===== src/rtl/mem_bus_arbiter_pkg.sv =====
// rtl/mem_bus_arbiter_pkg.sv - shared encodings for the fetch/data memory bus arbiter
package mem_bus_arbiter_pkg;

   typedef enum logic [1:0] {
      S_IDLE = 2'd0,
      S_ADDR = 2'd1,
      S_WAIT = 2'd2
   } arbState_t;

   localparam logic OWN_INST = 1'b0;
   localparam logic OWN_DATA = 1'b1;

endpackage


===== src/rtl/mem_bus_arbiter_req_mux.sv =====
// rtl/mem_bus_arbiter_req_mux.sv - selects the address-phase fields of the winning requester
module arb_req_mux
   import mem_bus_arbiter_pkg::*;
#(
   parameter int AW = 32,
   parameter int DW = 32
) (
   input  logic            sel,
   input  logic [AW-1:0]   instAddr,
   input  logic [AW-1:0]   dataAddr,
   input  logic [DW/8-1:0] dataWen,
   input  logic [DW-1:0]   dataWdata,
   output logic [AW-1:0]   addr,
   output logic [DW/8-1:0] wstrb,
   output logic [DW-1:0]   wdata
);

   // Fetches are always reads, so their strobes and write data are zero.
   assign addr  = (sel == OWN_DATA) ? dataAddr  : instAddr;
   assign wstrb = (sel == OWN_DATA) ? dataWen   : '0;
   assign wdata = (sel == OWN_DATA) ? dataWdata : '0;

endmodule


===== src/rtl/mem_bus_arbiter.sv =====
// rtl/mem_bus_arbiter.sv - shares one SRAM-style bus between fetch and MEM-stage ports,
// one outstanding transaction, address-phase/data-phase handshake
module mem_bus_arbiter
   import mem_bus_arbiter_pkg::*;
#(
   parameter int AW = 32,
   parameter int DW = 32
) (
   input  logic            clk,
   input  logic            rst,
   input  logic            inst_req,
   input  logic [AW-1:0]   inst_addr,
   input  logic            inst_cancel,
   output logic [DW-1:0]   inst_rdata,
   output logic            inst_ok,
   input  logic            data_req,
   input  logic [DW/8-1:0] data_wen,
   input  logic [AW-1:0]   data_addr,
   input  logic [DW-1:0]   data_wdata,
   output logic [DW-1:0]   data_rdata,
   output logic            data_ok,
   output logic            bus_req,
   output logic [DW/8-1:0] bus_wstrb,
   output logic [AW-1:0]   bus_addr,
   output logic [DW-1:0]   bus_wdata,
   input  logic            bus_addr_ok,
   input  logic [DW-1:0]   bus_rdata,
   input  logic            bus_data_ok,
   output logic            stall_f,
   output logic            stall_m
);

   arbState_t       state, stateNext;
   logic            owner, lastData, cancelPend;
   logic [AW-1:0]   addrQ;
   logic [DW/8-1:0] wstrbQ;
   logic [DW-1:0]   wdataQ;
   logic [DW-1:0]   instRdataQ, dataRdataQ;

   logic            anyReq, grantData;
   logic [AW-1:0]   muxAddr;
   logic [DW/8-1:0] muxWstrb;
   logic [DW-1:0]   muxWdata;
   logic            busReq;
   logic [AW-1:0]   busAddr;
   logic [DW/8-1:0] busWstrb;
   logic [DW-1:0]   busWdata;
   logic            complete, cancelHit, instOk, dataOk;

   // Data wins unless it also won last time and fetch is waiting.
   assign anyReq    = inst_req | data_req;
   assign grantData = data_req & (~inst_req | ~lastData);

   arb_req_mux #(.AW(AW), .DW(DW)) u_reqMux (
      .sel       (grantData),
      .instAddr  (inst_addr),
      .dataAddr  (data_addr),
      .dataWen   (data_wen),
      .dataWdata (data_wdata),
      .addr      (muxAddr),
      .wstrb     (muxWstrb),
      .wdata     (muxWdata)
   );

   always_comb begin
      stateNext = state;
      busReq    = 1'b0;
      busAddr   = '0;
      busWstrb  = '0;
      busWdata  = '0;
      case (state)
         S_IDLE: begin
            if (anyReq) begin
               busReq    = 1'b1;
               busAddr   = muxAddr;
               busWstrb  = muxWstrb;
               busWdata  = muxWdata;
               stateNext = bus_addr_ok ? S_WAIT : S_ADDR;
            end
         end
         S_ADDR: begin
            busReq   = 1'b1;
            busAddr  = addrQ;
            busWstrb = wstrbQ;
            busWdata = wdataQ;
            if (bus_addr_ok) stateNext = S_WAIT;
         end
         S_WAIT: begin
            if (bus_data_ok) stateNext = S_IDLE;
         end
         default: stateNext = S_IDLE;
      endcase
   end

   // A cancel landing on the completion cycle itself also suppresses the fetch.
   assign cancelHit = inst_cancel & (owner == OWN_INST) & (state != S_IDLE);
   assign complete  = rst & (state == S_WAIT) & bus_data_ok;
   assign instOk    = complete & (owner == OWN_INST) & ~(cancelPend | cancelHit);
   assign dataOk    = complete & (owner == OWN_DATA);

   // Reset forces every output low even while requests are still asserted.
   assign bus_req    = rst & busReq;
   assign bus_addr   = rst ? busAddr  : '0;
   assign bus_wstrb  = rst ? busWstrb : '0;
   assign bus_wdata  = rst ? busWdata : '0;
   assign inst_ok    = instOk;
   assign data_ok    = dataOk;
   assign inst_rdata = instOk ? bus_rdata : instRdataQ;
   assign data_rdata = dataOk ? bus_rdata : dataRdataQ;
   assign stall_f    = rst & inst_req & ~instOk;
   assign stall_m    = rst & data_req & ~dataOk;

   always_ff @(posedge clk or negedge rst) begin
      if (!rst) begin
         state      <= S_IDLE;
         owner      <= OWN_INST;
         lastData   <= 1'b0;
         cancelPend <= 1'b0;
         addrQ      <= '0;
         wstrbQ     <= '0;
         wdataQ     <= '0;
         instRdataQ <= '0;
         dataRdataQ <= '0;
      end else begin
         state <= stateNext;
         if (state == S_IDLE && anyReq) begin
            owner  <= grantData;
            addrQ  <= muxAddr;
            wstrbQ <= muxWstrb;
            wdataQ <= muxWdata;
         end
         if (cancelHit) cancelPend <= 1'b1;
         if (complete) begin
            lastData   <= owner;
            cancelPend <= 1'b0;
         end
         if (instOk) instRdataQ <= bus_rdata;
         if (dataOk) dataRdataQ <= bus_rdata;
      end
   end

endmodule


===== config.mk =====
export PLATFORM = sky130hd
export DESIGN_NAME = mem_bus_arbiter
export DESIGN_NICKNAME = d
export VERILOG_FILES = /design/src/rtl/mem_bus_arbiter_pkg.sv /design/src/rtl/mem_bus_arbiter_req_mux.sv /design/src/rtl/mem_bus_arbiter.sv
export SDC_FILE = /design/constraint.sdc
export NUM_CORES = 1
export LEC_CHECK = 0
export ABC_AREA = 1
export CORE_MARGIN = 2
export CORE_UTILIZATION = 47
export DETAILED_ROUTE_END_ITERATION = 8
export GPL_TIMING_DRIVEN = 0
export PLACE_DENSITY = 0.95
export SKIP_LAST_GASP = 1
export SLEW_MARGIN = 25
export SYNTH_ARGS = -nofsm -noshare
export SYNTH_HDL_FRONTEND = slang
export SYNTH_SLANG_ARGS = --single-unit

===== constraint.sdc =====
create_clock -name clk -period 4.5 [get_ports clk]
set_clock_uncertainty 0.05 [all_clocks]
set_input_delay 1.125 -clock clk [delete_from_list [all_inputs] [get_ports clk]]
set_output_delay 1.125 -clock clk [all_outputs]
set_load 0.01 [all_outputs]

Word-level counts from Yosys, hierarchy flattened

Cells that the tools add are included.

Flip-flop bits (word level): 137

Mux-type cells: 23
Reductions and logical operators: 5
Equal/unequal tests: 5
Bitwise logic cells: 22

Operators by type and width:

| operator           | count |
|---|---|
| $mux 32            | 8 |
| $pmux 32 s2        | 2 |
| $and 1x1->1        | 13 |
| $mux 4             | 3 |
| $mux 2             | 4 |
| $pmux 4 s2         | 1 |
| $ne 2x2->1 const B | 3 |
| $not 1->1          | 6 |
| $pmux 2 s3         | 1 |
| $reduce_bool 2->1  | 2 |
| $mux 1             | 3 |
| $or 1x1->1         | 3 |
| $reduce_and 3->1   | 1 |
| $eq 2x1->1 const B | 1 |
| $eq 2x2->1 const B | 1 |
| $logic_not 2->1    | 1 |
| $pmux 1 s2         | 1 |
| $logic_and 1x1->1  | 1 |

Longest topological paths before layout

Gate-level depths: netlist of the first run.

Depth in word-level cells: 8
Gate-level depth with buffers: 8
Gate-level depth less buffers: 7

Modules after synthesis

A second synthesis of the first run with hierarchy kept.

Cells, all modules: 936
Area total of the unflattened synthesis: 6,777.8 um^2

Modules (own cells, without submodules):

| module          | cells each | times used | sequential area each (um^2) | area each (um^2) |
|---|---|---|---|---|
| mem_bus_arbiter | 756        | 1          | 3,428.3                     | 6,048.3 |
| arb_req_mux     | 180        | 1          | 0.0                         | 729.4 |

Worst setup path before layout of the first run

Ideal clock, no wire load.

Kind: input port to output port
Start: in data_req
End: out bus_addr[10]
Buffers on the path: 2
Arrival time: 2.084 ns
Stages on the path: 6
Slack: 1.241 ns
Cell sequence: buf_2 -> nor2_1 -> nor2_2 -> buf_2 -> nand3_1 -> a21oi_1

Word-level cells in the longest chain between the ends: 5

RTL lines:

| what               | RTL line                      | source |
|---|---|---|
| start: declaration | mem_bus_arbiter.sv:16         | `input logic data_req,` |
| $and 1x1->1        | mem_bus_arbiter.sv:52         | `assign grantData = data_req & (~inst_req \| ~lastData);` |
| $mux 32            | mem_bus_arbiter_req_mux.sv:19 | `assign addr = (sel == OWN_DATA) ? dataAddr : instAddr;` |
| $mux 32 (*)        | mem_bus_arbiter.sv:73         | `if (anyReq) begin` |
| $pmux 32 s2 (*)    | mem_bus_arbiter.sv:71         | `case (state)` |
| $mux 32 (*)        | mem_bus_arbiter.sv:103        | `assign bus_addr = rst ? busAddr : '0;` |
| end: declaration   | mem_bus_arbiter.sv:24         | `output logic [AW-1:0] bus_addr,` |

Every way passes the cells marked *; elsewhere a longest branch is shown, timed or not.

Worst setup path after layout of the first run

Start: in inst_req
End: out bus_wdata[29]

Word-level cells in the longest chain between the ends: 7

RTL lines:

| what               | RTL line                      | source |
|---|---|---|
| start: declaration | mem_bus_arbiter.sv:11         | `input logic inst_req,` |
| $not 1->1          | mem_bus_arbiter.sv:52         |  |
| $or 1x1->1         | mem_bus_arbiter.sv:52         |  |
| $and 1x1->1        | mem_bus_arbiter.sv:52         |  |
| $mux 32            | mem_bus_arbiter_req_mux.sv:21 | `assign wdata = (sel == OWN_DATA) ? dataWdata : '0;` |
| $mux 32 (*)        | mem_bus_arbiter.sv:73         |  |
| $pmux 32 s2 (*)    | mem_bus_arbiter.sv:71         |  |
| $mux 32 (*)        | mem_bus_arbiter.sv:105        | `assign bus_wdata = rst ? busWdata : '0;` |
| end: declaration   | mem_bus_arbiter.sv:25         | `output logic [DW-1:0] bus_wdata,` |

Marked as above.

==> results of run 1 <==
==> cells by family (layout without fill, tap and decap cells) <==
logic type | count (synthesis) | count (layout)
simple gates | 554 | 554
flops | 137 | 137
buf+inv | 131 | 441
compound gates | 71 | 71
==> critical path, stage by stage <==
cell,delay (ns)
clkdlybuf4s50_1,0.52
nand2_4,0.16
nand2_2,0.15
inv_4,0.16
buf_2,0.22
nand3_1,0.16
a21oi_1,0.20
clkdlybuf4s50_1,0.56
==> stage by stage <==
stage	total power, µW	worst slack [ns]
after global placement	3964	-6.178
after detailed placement	4055	-0.3690
after floorplan	2882	1.241
after CTS	5430	0.01954
after global routing	5741	-0.04204
final	5441	0.05969
==> state kept, by name (all words and copies together) (netlist names) <==
name        flops
lastData        1
wdataQ         32
addrQ          32
cancelPend      1
dataRdataQ     32
state           2
wstrbQ          4
instRdataQ     32
owner           1
==> routing by layer <==
| layer | up-vias | share of wire, % | track usage (%) |
|---|---|---|---|
| met3 | 45 | 9.7 | 9.712 |
| li1 | 3401 | - | - |
| met4 | 0 | 2.6 | 11.57 |
| met1 | 3457 | 37 | 33.14 |
| met2 | 353 | 51 | 54.90 |
| met5 | - | 0 | 0 |
==> power groups by stage <==
stage	registers (µW)	clock network [µW]	logic (µW)
floorplan	1880	0	1000
global placement	1910	0	2060
detailed placement	1930	0	2120
CTS	1920	1340	2170
global route	1980	1390	2370
finish	1920	1330	2190
==> cell usage after synthesis (2+ instances only) <==
| cell | n | share of area (%) |
|---|---|---|
| buf_4 | 5 | 0.57 |
| inv_1 | 70 | 4.0 |
| nor3_1 | 2 | 0.15 |
| dfrtp_1 | 137 | 52 |
| a21oi_1 | 68 | 5.2 |
| buf_2 | 24 | 1.8 |
| inv_2 | 4 | 0.23 |
| nand3_1 | 133 | 10 |
| nor2_1 | 10 | 0.57 |
| clkbuf_1 | 25 | 1.4 |
| nand2_1 | 405 | 23 |
| nor2_2 | 2 | 0.19 |
| buf_1 | 2 | 0.11 |
| o21ai_0 | 2 | 0.15 |
==> worst min path at each step <==
| stage | startpoint | to | slack, ns |
|---|---|---|---|
| 2_1_floorplan | wdataQ[0] | wdataQ[0] | 0.39 |
| 3_3_place_gp | instRdataQ[20] | instRdataQ[20] | 0.40 |
| 3_5_place_dp | instRdataQ[19] | instRdataQ[19] | 0.41 |
| 4_1_cts | instRdataQ[24] | instRdataQ[24] | 0.42 |
| 5_1_grt | instRdataQ[16] | instRdataQ[16] | 0.43 |
| 6_report | wdataQ[24] | wdataQ[24] | 0.42 |
==> area by class of cell <==
class | instances | area [µm²] | area share (%)
Sequential cell | 137 | 3428 | 33.26
Timing Repair Buffer | 278 | 2880 | 27.95
Multi-Input combinational cell | 625 | 2645 | 25.66
Clock buffer | 19 | 442.9 | 4.298
Inverter | 75 | 284.0 | 2.756
Buffer | 56 | 279.0 | 2.707
Tap cell | 180 | 225.2 | 2.185
Clock inverter | 13 | 121.4 | 1.178
==> timing repair <==
action                     in CTS  in global routing
setup endpoints to repair     133                115
cloned                          2                  1
pin swaps                       0                  1
resized for setup               4                 20
==> results.cfg, run 1 <==
[finish]
diodes = 0
area_delta_synth_final_pct = 56.24
fin_cells = 1383
layout_common_cells = 403 x nand2_1, 272 x clkdlybuf4s50_1, 137 x dfrtp_1
mostFrequentLayoutCell = nand2_1
post-route-cell-area_um2 = 10310
drive_gt1_share_pct = 6.650
nNetsFinal = 1329
fin_util_pct = 74.83
fillers = 967

[clocking]
cts_hold_buf = 0
post-cts-setup-buffer-count = 0
clockRootBuffer = clkbuf_16
numCtsBuffers = 17
clock-sinks = 137
cts_tree = yes
clkLatencyLatePin_ns = 0.42
ctsHtreeMaxLevel = 4
cts.reportedPaths.clkPinSlew_ns = 0.06
clk_path_buf_depth = 2

[synth]
synth-compound-area-share_pct = 5.444
synth_xor_area_share_pct = 0
synth_flop_cell = dfrtp_1
async_flop_share_pct = 100.0
avgSynthCellArea_um2 = 7.387
synth_top_family_by_area = simple AND/OR/NAND/NOR gates
synth-warning-count = 0
yosys-mux-area-fraction_pct = 0
syn_inst = 893
synth-seq-area-share_pct = 51.97
synth_fa_ha_area_share_pct = 0
synthesis.area_um2 = 6596
synth-simple-area-share_pct = 34.39
synth.net_count = 1032
synth_edf_count = 0
synth_seq_cells = 137
synth.distinct_cells = 18

[critical_path]
rr_worst_depth = 7
end_kind = output port
timing.rr.end = instRdataQ[5]
arrival_ns = 3.27
required_ns = 3.32
start_kind = primary input
crit_fanout = 10
endpoint = bus_wdata[29]
r2r_slack_ns = 2.74
rr_startpoint = state[0]
setup.worst_path.start = inst_req
path_class = in -> out

[power_and_ir_drop]
pwr-share-clk_pct = 24.4
swShare_pct = 34.93
p_seq_share_pct = 35.4
combPwrFrac_pct = 40.2
powerDensity_nw_per_um2 = 528.0
p_int_uw = 3541
switching_power_uw = 1900
p_leak_uw = 0.005119
vdd_ir_drop_max_mv = 0.4583

[route]
viasPerCell = 5.247
drt_iter0_drc = 505
drc_errors = 0
vias = 7256
wire_per_inst_um = 16.53
drtAntennaViolNets = 0
drt-total-wl_um = 22860
drt-pass1-iter-count = 5

[timing]
setup_tns_ns = 0
final-setup-viol-count = 0
fmax_mhz = 225.2
hold_violations = 0
rsz0062_at_grt = true
hold_slack_ns = 0.4204
timing.slew.headroom_pct = 62.98
worst_slew_pin_slew_ns = 0.5552
fin_crit_sh_pct = 98.67
finalCriticalPeriod_ns = 4.440
maxSlewViolCount = 0

[placement]
gp_congestion = 0.8694
port_buffers = 274
post-place-cells = 1348
placed_cell_area_um2 = 9597
dp_hpwl_um = 16250

[die]
die-area_um2 = 15000
rows = 43
start_util_pct = 47.89
io_pins = 276
die_w_um = 122.5
die_height_um = 122.5
core_area_um2 = 13770

[global_routing]
grt.overflow.total = 0
grt_max_degree = 50
grt_usage_pct = 30.40
antenna_found_initial = 0
grt_pass1_wl_um = 34770
grt_pass1_vias = 7184

[job]
cap_violations = 0

[min_path]
min_path_cells = 2
hold_class = reg -> reg

[outcome]
outcome = completed
Note: power is estimated with default switching activity, not from simulation.
==> run 2: changes to the inputs <==
--- a/config.mk
+++ b/config.mk
@@ -6,6 +6,7 @@
 export NUM_CORES = 1
 export LEC_CHECK = 0
 export ABC_AREA = 1
+export CORE_ASPECT_RATIO = 1.25
 export CORE_MARGIN = 2
 export CORE_UTILIZATION = 47
 export DETAILED_ROUTE_END_ITERATION = 8
==> run 2 against run 1 <==
Net effect:
- first-iteration DRC count fell by 5.5%
- total power is 1.3% higher
- routed wire length rose by 2.4%
- clock-buffer cell count fell by 2
- critical path depth unchanged
- flip-flop and latch count unchanged
- utilization barely moved
- via count increased by 1.4%
- final area fell by 0.11%
- final cell count down 0.36%
- setup slack gained 0.029 ns
==> results.cfg, run 2 (same netlist as run 1, synthesis figures left out) <==
[outcome]
outcome = completed

[global_routing]
grt.overflow.total = 0
grt_usage_pct = 31.90
antenna_found_initial = 0
grt_pass1_vias = 7429
grt_pass1_wl_um = 36320
grt_max_degree = 42

[critical_path]
crit_path_top_delay_cell = clkdlybuf4s50_1
setup.worst_path.start = inst_req
required_ns = 3.32
arrival_ns = 3.24
path_cells = clkdlybuf4s50_1, nand2_4, nand2_2, inv_2, clkbuf_4, nand3_1, a21oi_1, clkdlybuf4s50_1
crit_fanout = 10
slowest_delay_ns = 0.59
rr_startpoint = state[1]
path_class = in -> out
end_kind = output port
path_buf_inv = 4
cp_top_family = buffers and inverters
start_kind = primary input
path_common_cell = clkdlybuf4s50_1

[finish]
nNetsFinal = 1329
area_delta_synth_final_pct = 56.07
layout_common_cells = 403 x nand2_1, 273 x clkdlybuf4s50_1, 137 x dfrtp_1
drive_gt1_share_pct = 6.733
mostFrequentLayoutCell = nand2_1
diodes = 0

[route]
drt-total-wl_um = 23410
drt_iter0_drc = 477
drc_errors = 0
drt-pass1-iter-count = 5
viasPerCell = 5.340
vias = 7359
wire_per_inst_um = 16.98
drtAntennaViolNets = 0

[die]
start_util_pct = 47.96
die-area_um2 = 15000
die_height_um = 136.5
core_area_um2 = 13750
rows = 48
io_pins = 276
die_w_um = 110.0

[timing]
finalCriticalPeriod_ns = 4.411
final-setup-viol-count = 0
rsz0062_at_grt = true
setup_tns_ns = 0
timing.slew.headroom_pct = 60.42
fin_crit_sh_pct = 98.02
hold_violations = 0
fmax_mhz = 226.7
setup_ws_ns = 0.08889
maxSlewViolCount = 0
hold_slack_ns = 0.4209
worst_slew_pin_slew_ns = 0.5937

[clocking]
ctsHtreeMaxLevel = 4
clk_path_buf_depth = 2
cts_tree = yes
clock-sinks = 137
cts_hold_buf = 0
clkLatencyLatePin_ns = 0.42
cts.reportedPaths.clkPinSlew_ns = 0.06
numCtsBuffers = 17
clockRootBuffer = clkbuf_16

[power_and_ir_drop]
vdd_ir_drop_max_mv = 0.4498
powerDensity_nw_per_um2 = 535.4
p_leak_uw = 0.005112
finalPower_uw = 5511

[job]
cap_violations = 0

[min_path]
hold_class = reg -> reg
hp-start = instRdataQ[24]

[placement]
dp_hpwl_um = 16520
gp_congestion = 0.9345
dpl_worst_slack_ns = -0.4149
port_buffers = 274
==> run 2: routing by layer <==
layer  vias to the layer above  GRT usage, %  routed length [µm]
met5                         -             0                   0
met4                         0         18.71                1266
met3                       111         10.31                1838
met2                       391         54.60               11980
met1                      3460         33.80                8322
li1                       3397             -                   -
==> run 2: timing repair <==
action                                  4_1_cts  5_1_grt
gates resized for setup                       6       13
endpoints found under the setup margin      137       78
gates cloned                                  2        0
pin swaps                                     0        2
setup buffers                                 0        1
==> run 2: worst paths after layout <==
| check | slack, ns | cells past startpoint | end |
|---|---|---|---|
| setup / recovery | 0.09 | 8 | bus_wdata[11] |
| min in group asynchronous | 0.50 | 1 | instRdataQ[14] |
| hold / removal | 0.42 | 2 | instRdataQ[24] |
| max in group asynchronous | 3.30 | 2 | instRdataQ[2] |
| setup reg to reg | 2.75 | 9 | wstrbQ[2] |
| hold reg to reg | 0.42 | 2 | instRdataQ[24] |
==> run 2: power by group <==
group	leakage, µW	internal [µW]	total [µW]	switching [µW]
registers	0.00173	1720	1930	214
logic	0.00310	1040	2190	1150
clock network	0.000283	784	1380	601
total	0.00511	3550	5510	1970
==> run 2: through the flow <==
step / area, µm² / utilization, % / std cells
5_1_grt: 10290 / 74.85 / 1378
3_5_place_dp: 9590 / 69.73 / 1343
6_report: 10290 / 74.85 / 1378
2_1_floorplan: 6596 / - / 893
3_3_place_gp: 9558 / 69.50 / 1342
4_1_cts: 10260 / 74.61 / 1377
==> run 2: worst min-delay path, cell delays in order, from the launching register on <==
cell and delay (ns):
dfrtp_1 0.32, nand2_1 0.05, nand2_1 0.06
==> run 2: area by class of cell <==
cell class	count	area, µm²
fill	936	3458
sequential	137	3428
timing repair buffer	278	2860
multi-input combinational	625	2649
clock buffer	17	425.4
inverter	75	281.5
buffer	56	275.3
tap	175	219.0
clock inverter	15	156.4
==> run 3: changes to the inputs <==
--- a/config.mk
+++ b/config.mk
@@ -6,10 +6,13 @@
 export NUM_CORES = 1
 export LEC_CHECK = 0
 export ABC_AREA = 1
+export CAP_MARGIN = 20
 export CORE_ASPECT_RATIO = 1.25
 export CORE_MARGIN = 2
 export CORE_UTILIZATION = 47
+export CTS_CLUSTER_SIZE = 14
 export DETAILED_ROUTE_END_ITERATION = 8
+export GPL_ROUTABILITY_DRIVEN = 0
 export GPL_TIMING_DRIVEN = 0
 export PLACE_DENSITY = 0.95
 export SKIP_LAST_GASP = 1
==> results of run 3 <==
The final DEF is identical to that of run 2; final timing and power are the same.
